[config.mk]
export PLATFORM = sky130hd
export DESIGN_NAME = d_debounce
export DESIGN_NICKNAME = d
export VERILOG_FILES = /design/src/rtl/d_debounce_pkg.sv /design/src/rtl/d_debounce_sync_chain.sv /design/src/rtl/d_debounce.sv
export SDC_FILE = /design/constraint.sdc
export NUM_CORES = 1
export LEC_CHECK = 0
export CAP_MARGIN = 0
export CORE_AREA = 4 4 41 43
export DETAILED_ROUTE_END_ITERATION = 10
export DIE_AREA = 0 0 45 47
export DONT_BUFFER_PORTS = 1
export HOLD_SLACK_MARGIN = 0.03
export PLACE_DENSITY = 0.64
export SKIP_LAST_GASP = 1
export SYNTH_ARGS = -nofsm -noshare
export SYNTH_HDL_FRONTEND = slang
export SYNTH_HIERARCHICAL = 1
export SYNTH_SLANG_ARGS = --single-unit
export TNS_END_PERCENT = 1
[constraint.sdc]
create_clock -name clk -period 2.1 [get_ports clk]
set_clock_uncertainty 0.2 [all_clocks]
set_input_delay 0.42 -clock clk [delete_from_list [all_inputs] [get_ports clk]]
set_output_delay 0.42 -clock clk [all_outputs]
set_load 0.1 [all_outputs]
[src/rtl/d_debounce_pkg.sv]
// -----------------------------------------------------------------------------
// d_debounce_pkg
// Shared definitions for the d_debounce input-conditioning block.
//   state_t        : debounce FSM state, 2-bit encoding
//   GLITCH_CNT_W   : width of the optional aborted-transition counter
//   sat_inc()      : saturating increment for the glitch counter
// Optional feature macro used by the top: D_DEBOUNCE_GLITCH_CNT_EN
// -----------------------------------------------------------------------------
package d_debounce_pkg;

    typedef enum logic [1:0] {
        STABLE_LO = 2'd0,
        WAIT_HI   = 2'd1,
        STABLE_HI = 2'd2,
        WAIT_LO   = 2'd3
    } state_t;

    localparam int GLITCH_CNT_W = 8;

    // Holds at all-ones instead of wrapping back to zero.
    function automatic logic [GLITCH_CNT_W-1:0] sat_inc(input logic [GLITCH_CNT_W-1:0] v);
        return (&v) ? v : v + 1'b1;
    endfunction

endpackage

[src/rtl/d_debounce_sync_chain.sv]
// -----------------------------------------------------------------------------
// sync_chain
// Multi-flop synchroniser that brings an asynchronous level into the clk
// domain. Reusable for any single-bit asynchronous input.
// Parameters:
//   STAGES : number of synchroniser flops (2..4)
// Ports:
//   clk   in  system clock, rising edge
//   rst   in  asynchronous active-low reset, clears every stage
//   d_in  in  asynchronous level
//   d_out out synchronised level (last flop of the chain)
// -----------------------------------------------------------------------------
module sync_chain #(
    parameter int STAGES = 2
) (
    input  logic clk,
    input  logic rst,
    input  logic d_in,
    output logic d_out
);

    logic [STAGES-1:0] sync_q;

    // Bit 0 is the metastability-catching flop; the level shifts towards the MSB.
    always_ff @(posedge clk or negedge rst) begin
        if (!rst) begin
            sync_q <= '0;
        end else begin
            sync_q <= {sync_q[STAGES-2:0], d_in};
        end
    end

    assign d_out = sync_q[STAGES-1];

endmodule

[src/rtl/d_debounce.sv]
// -----------------------------------------------------------------------------
// d_debounce
// Synchronises a raw asynchronous level, filters glitches with a debounce
// counter and emits the clean level plus single-cycle rise/fall pulses.
// d_clean is intended to drive the d input of the downstream d_ff register.
// Parameters:
//   SYNC_STAGES     : synchroniser depth (2..4)
//   DEBOUNCE_CYCLES : consecutive edges a new level must persist (1..65535)
// Ports:
//   clk        in  system clock, rising edge
//   rst        in  asynchronous active-low reset
//   d_raw      in  raw asynchronous level
//   d_clean    out debounced, synchronised level
//   rise       out one-cycle pulse when d_clean goes 0->1
//   fall       out one-cycle pulse when d_clean goes 1->0
//   busy       out high while a candidate transition is being qualified
//   glitch_cnt out [7:0] saturating count of aborted transitions
//                  (present only when D_DEBOUNCE_GLITCH_CNT_EN is defined)
// -----------------------------------------------------------------------------
module d_debounce
    import d_debounce_pkg::*;
#(
    parameter int SYNC_STAGES     = 2,
    parameter int DEBOUNCE_CYCLES = 16
) (
    input  logic clk,
    input  logic rst,
    input  logic d_raw,
`ifdef D_DEBOUNCE_GLITCH_CNT_EN
    output logic [GLITCH_CNT_W-1:0] glitch_cnt,
`endif
    output logic d_clean,
    output logic rise,
    output logic fall,
    output logic busy
);

    localparam int CNT_W = $clog2(DEBOUNCE_CYCLES + 1);
    localparam logic [CNT_W-1:0] CNT_ONE  = CNT_W'(1);
    localparam logic [CNT_W-1:0] CNT_LAST = CNT_W'(DEBOUNCE_CYCLES - 1);
    // With a single-cycle debounce the WAIT states are skipped entirely.
    localparam bit BYPASS = (DEBOUNCE_CYCLES == 1);

    logic             d_sync;
    state_t           state_q;
    logic [CNT_W-1:0] cnt_q;
    logic             clean_q;
    logic             rise_q;
    logic             fall_q;

    sync_chain #(
        .STAGES (SYNC_STAGES)
    ) u_sync (
        .clk   (clk),
        .rst   (rst),
        .d_in  (d_raw),
        .d_out (d_sync)
    );

    // cnt_q counts consecutive edges on which d_sync has shown the candidate
    // level; entering WAIT already counts as the first one, so the commit
    // happens on the DEBOUNCE_CYCLES-th edge and cnt_q never exceeds
    // DEBOUNCE_CYCLES-1.
    always_ff @(posedge clk or negedge rst) begin
        if (!rst) begin
            state_q <= STABLE_LO;
            cnt_q   <= '0;
            clean_q <= 1'b0;
            rise_q  <= 1'b0;
            fall_q  <= 1'b0;
        end else begin
            rise_q <= 1'b0;
            fall_q <= 1'b0;
            case (state_q)
                STABLE_LO: begin
                    if (d_sync) begin
                        if (BYPASS) begin
                            state_q <= STABLE_HI;
                            clean_q <= 1'b1;
                            rise_q  <= 1'b1;
                        end else begin
                            state_q <= WAIT_HI;
                            cnt_q   <= CNT_ONE;
                        end
                    end
                end
                WAIT_HI: begin
                    if (!d_sync) begin
                        state_q <= STABLE_LO;
                        cnt_q   <= '0;
                    end else if (cnt_q == CNT_LAST) begin
                        state_q <= STABLE_HI;
                        cnt_q   <= '0;
                        clean_q <= 1'b1;
                        rise_q  <= 1'b1;
                    end else begin
                        cnt_q <= cnt_q + CNT_ONE;
                    end
                end
                STABLE_HI: begin
                    if (!d_sync) begin
                        if (BYPASS) begin
                            state_q <= STABLE_LO;
                            clean_q <= 1'b0;
                            fall_q  <= 1'b1;
                        end else begin
                            state_q <= WAIT_LO;
                            cnt_q   <= CNT_ONE;
                        end
                    end
                end
                WAIT_LO: begin
                    if (d_sync) begin
                        state_q <= STABLE_HI;
                        cnt_q   <= '0;
                    end else if (cnt_q == CNT_LAST) begin
                        state_q <= STABLE_LO;
                        cnt_q   <= '0;
                        clean_q <= 1'b0;
                        fall_q  <= 1'b1;
                    end else begin
                        cnt_q <= cnt_q + CNT_ONE;
                    end
                end
                default: begin
                    state_q <= STABLE_LO;
                    cnt_q   <= '0;
                end
            endcase
        end
    end

`ifdef D_DEBOUNCE_GLITCH_CNT_EN
    logic                    abort;
    logic [GLITCH_CNT_W-1:0] glitch_cnt_q;

    // An abort is a WAIT state seeing the old level return before commit.
    assign abort = ((state_q == WAIT_HI) && !d_sync) ||
                   ((state_q == WAIT_LO) &&  d_sync);

    always_ff @(posedge clk or negedge rst) begin
        if (!rst) begin
            glitch_cnt_q <= '0;
        end else if (abort) begin
            glitch_cnt_q <= sat_inc(glitch_cnt_q);
        end
    end

    assign glitch_cnt = glitch_cnt_q;
`endif

    assign d_clean = clean_q;
    assign rise    = rise_q;
    assign fall    = fall_q;
    assign busy    = (state_q == WAIT_HI) || (state_q == WAIT_LO);

endmodule

==> impl_results.md <==
* Status: completed
* DR DRC count at 0
* RSZ-0062 raised after global routing: false
* Core Area at 0.00130 sq mm
* PwrDens at 758 mW/mm^2
* Avg Cell Area, Syn at 11.5 sq um
* DRT iter0 DRCs at 3
* GR Util All Layers at approximately an eighth
* LEAKAGE at about 0.27 nW
* Post-layout nets at 60
* Buffers on Ports at 0
* Placed cell areas at 578 sq um
* Syn. warnings at 6
* Hold WC Path Type: flip-flop to flip-flop
* Die Y at 47 um
* Die area at 0.00212 sq mm
* Setup_tns at 0 ns
* Post-CTS Setup Repair Bufs at 0
* Post-DP HPWL at between 600 and 700 um
* Final Max Tran Viols at 0
* Remaining global-route overflow at 0
* Antenna diode count at 0
* CP startpoint kind: flip-flop
* FF-to-FF Start: cnt_q[0]$_DFFE_PN0P_
* Final GP Congestion at 0.790
* Fraction of layout cells with a size suffix above 1 at 25.9%
* Slew headroom at 63.9%
* CP cell instances: ha_1, nand3_2, or3b_4, mux2_4
* Min cycle time layout at 1.85 ns
* Antenna-violating nets left at 0
* First-pass GRT wire length at 1670 um
* Starting Density at between 40 and 50%
* CTS Buffer Depth at 2
* Avg WL per Cell at 13.5 um
* Fmax at 0.540 GHz
* Worst hold slack at 0.152 ns
* Mapped Cells at 46
* Sink Count at 12
* IO Count at 7
* CP Data Required Time at 2.06 ns
* Most frequent cells in the layout: dfrtp_1, buf_4, clkbuf_4
* Vias after detailed routing at ~370
* Htree depth at 1
* Critical path class: flip-flop to flip-flop
* Cts repair resizes at 0
* Crit path from: cnt_q[0]$_DFFE_PN0P_
* Post-synth cell types at 27
* Register area share after synthesis at 56.7%
* Critical path arrival at ~1.8 ns
* Rows at 13
* Synth Net Count at 50
* DR vias/cell at 5.32
* Worst path max stage delay at 0.46 ns
* Total Wirelength at between 900 and 1000 um
* Vias in the first global route at ~380
* Yosys reg bits at 12
* Worst-Margin Slew at about 0.54 ns
* CTS buffer count at 3
* CTS tree: done
* Slowest-stage cell, CP: or3b_4
* Setup violators final at 0
* Post-route cell area at 621 sq um
* CP Capture Type: flip-flop
* Period utilisation layout at between 80% and 90%
* Most common cell after layout, fill and taps aside: dfrtp_1
* Largest net degree at the start of global routing at 13
* Peak VDD IR at 0.436 mV
* Number of antenna violations at the first check in global routing at 0
* Root buf cell: clkbuf_4
* Final hold viol count at 0
* First-pass DRT Iterations at 3
* Worst skew pair latency at 0.27 ns
* Hold depth at 0
* Hold Startpoint: u_sync/sync_q[0]$_DFF_PN0_
* Cell count of the worst reg-to-reg path at 4
* Worst-path clk slew at 0.07 ns
* Horiz. Die Dim at 45 um
* P&R area growth vs syn at 17.3%
* Max cap viols at 0
* Worst-path fanout max at 7
* Synthesized area at between 500 and 600 sq um
==> cell usage after synthesis (all sizes together) <==
cell / instances / area, sq um
o2111ai: 2 / 17.5
and3: 1 / 7.51
or3: 1 / 6.26
o21bai: 1 / 7.51
clkbuf: 2 / 7.51
nor4: 1 / 6.26
o211ai: 2 / 15.0
or2: 1 / 6.26
o21ai: 1 / 5.00
nand2b: 1 / 6.26
and2: 1 / 7.51
a31oi: 2 / 12.5
nand3b: 1 / 7.51
o31ai: 1 / 7.51
ha: 1 / 12.5
inv: 2 / 7.51
nand2: 2 / 7.51
or3b: 1 / 11.3
a21oi: 1 / 5.00
dfrtp: 12 / 300
nor2: 2 / 7.51
xor2: 1 / 8.76
nand3: 3 / 20.0
a21boi: 1 / 7.51
mux2: 1 / 15.0
nand4: 1 / 6.26
==> power breakdown <==
group / switching (W) / internal [W] / leakage (nW) / total (W)
Sequential: 0.0000244 / 0.000250 / 0.151 / 0.000274
Clock: 0.0000742 / 0.0000665 / 0.0138 / 0.000141
Combinational: 0.0000299 / 0.0000257 / 0.104 / 0.0000556
==> stage by stage <==
step | utilization, % | setup slack [ns] | power [W] | std cells
floorplan | - | 0.303 | 0.000314 | 46
global placement | 44.4 | 0.316 | 0.000326 | 64
detailed placement | 44.4 | 0.263 | 0.000326 | 64
CTS | 47.7 | 0.244 | 0.000473 | 69
global route | 47.7 | 0.158 | 0.000495 | 69
finish | 47.7 | 0.247 | 0.000470 | 69
==> area by class of cell <==
type | count | area [sq um]
multi-input cells | 30 | 214
well taps | 15 | 18.8
fillers | 125 | 681
clock buffers | 3 | 22.5
repair buffers | 7 | 57.6
inverters | 2 | 7.51
flip-flops and latches | 12 | 300
==> critical path, delay by kind of cell, from the launching register on <==
kind	cells	cell delay (ns)
multiplexers	1	0.31
adder cells (fa/ha/maj)	1	0.21
AND/OR/NAND/NOR	2	0.62
flip-flops	1	0.40
==> metal layers <==
| layer | global-route usage, % | vias to the layer above | share of wire, % |
|---|---|---|---|
| li1 | - | 185 | - |
| met1 | 14.4 | 169 | 49 |
| met2 | 16.7 | 8 | 41 |
| met3 | 2.30 | 5 | 4.6 |
| met4 | 12.3 | 0 | 4.6 |
| met5 | 0 | - | 0 |
==> registers in the layout, indices dropped and copies added, names as in the netlist, named ones only <==
name           flops
cnt_q              5
d_clean            1
fall               1
rise               1
state_q            1
u_sync/sync_q      2
==> timing repair <==
action                                  in CTS  in global routing
hold endpoints to repair                    13                  0
endpoints found under the setup margin       0                  0
hold buffers                                 2                  0
==> cells by family after synthesis <==
| kind of cell | synth area share [%] |
|---|---|
| compound gates | 14.7 |
| xor+xnor | 1.66 |
| fa+ha+maj | 2.36 |
| buf+inv | 2.84 |
| flops | 56.7 |
| mux | 2.84 |
| simple gates | 18.9 |
==> path summary, 6_finish.rpt <==
check                      slack [ns]                         end
min                              0.15  u_sync/sync_q[1]$_DFF_PN0_
min in group asynchronous        0.36         d_clean$_DFFE_PN0P_
max in group asynchronous        0.98      state_q[0]$_DFFE_PN0P_
min reg2reg                      0.15  u_sync/sync_q[1]$_DFF_PN0_
max reg2reg                      0.25                   flip-flop
max                              0.25                   flip-flop
Note: power is estimated with default switching activity, not from simulation.
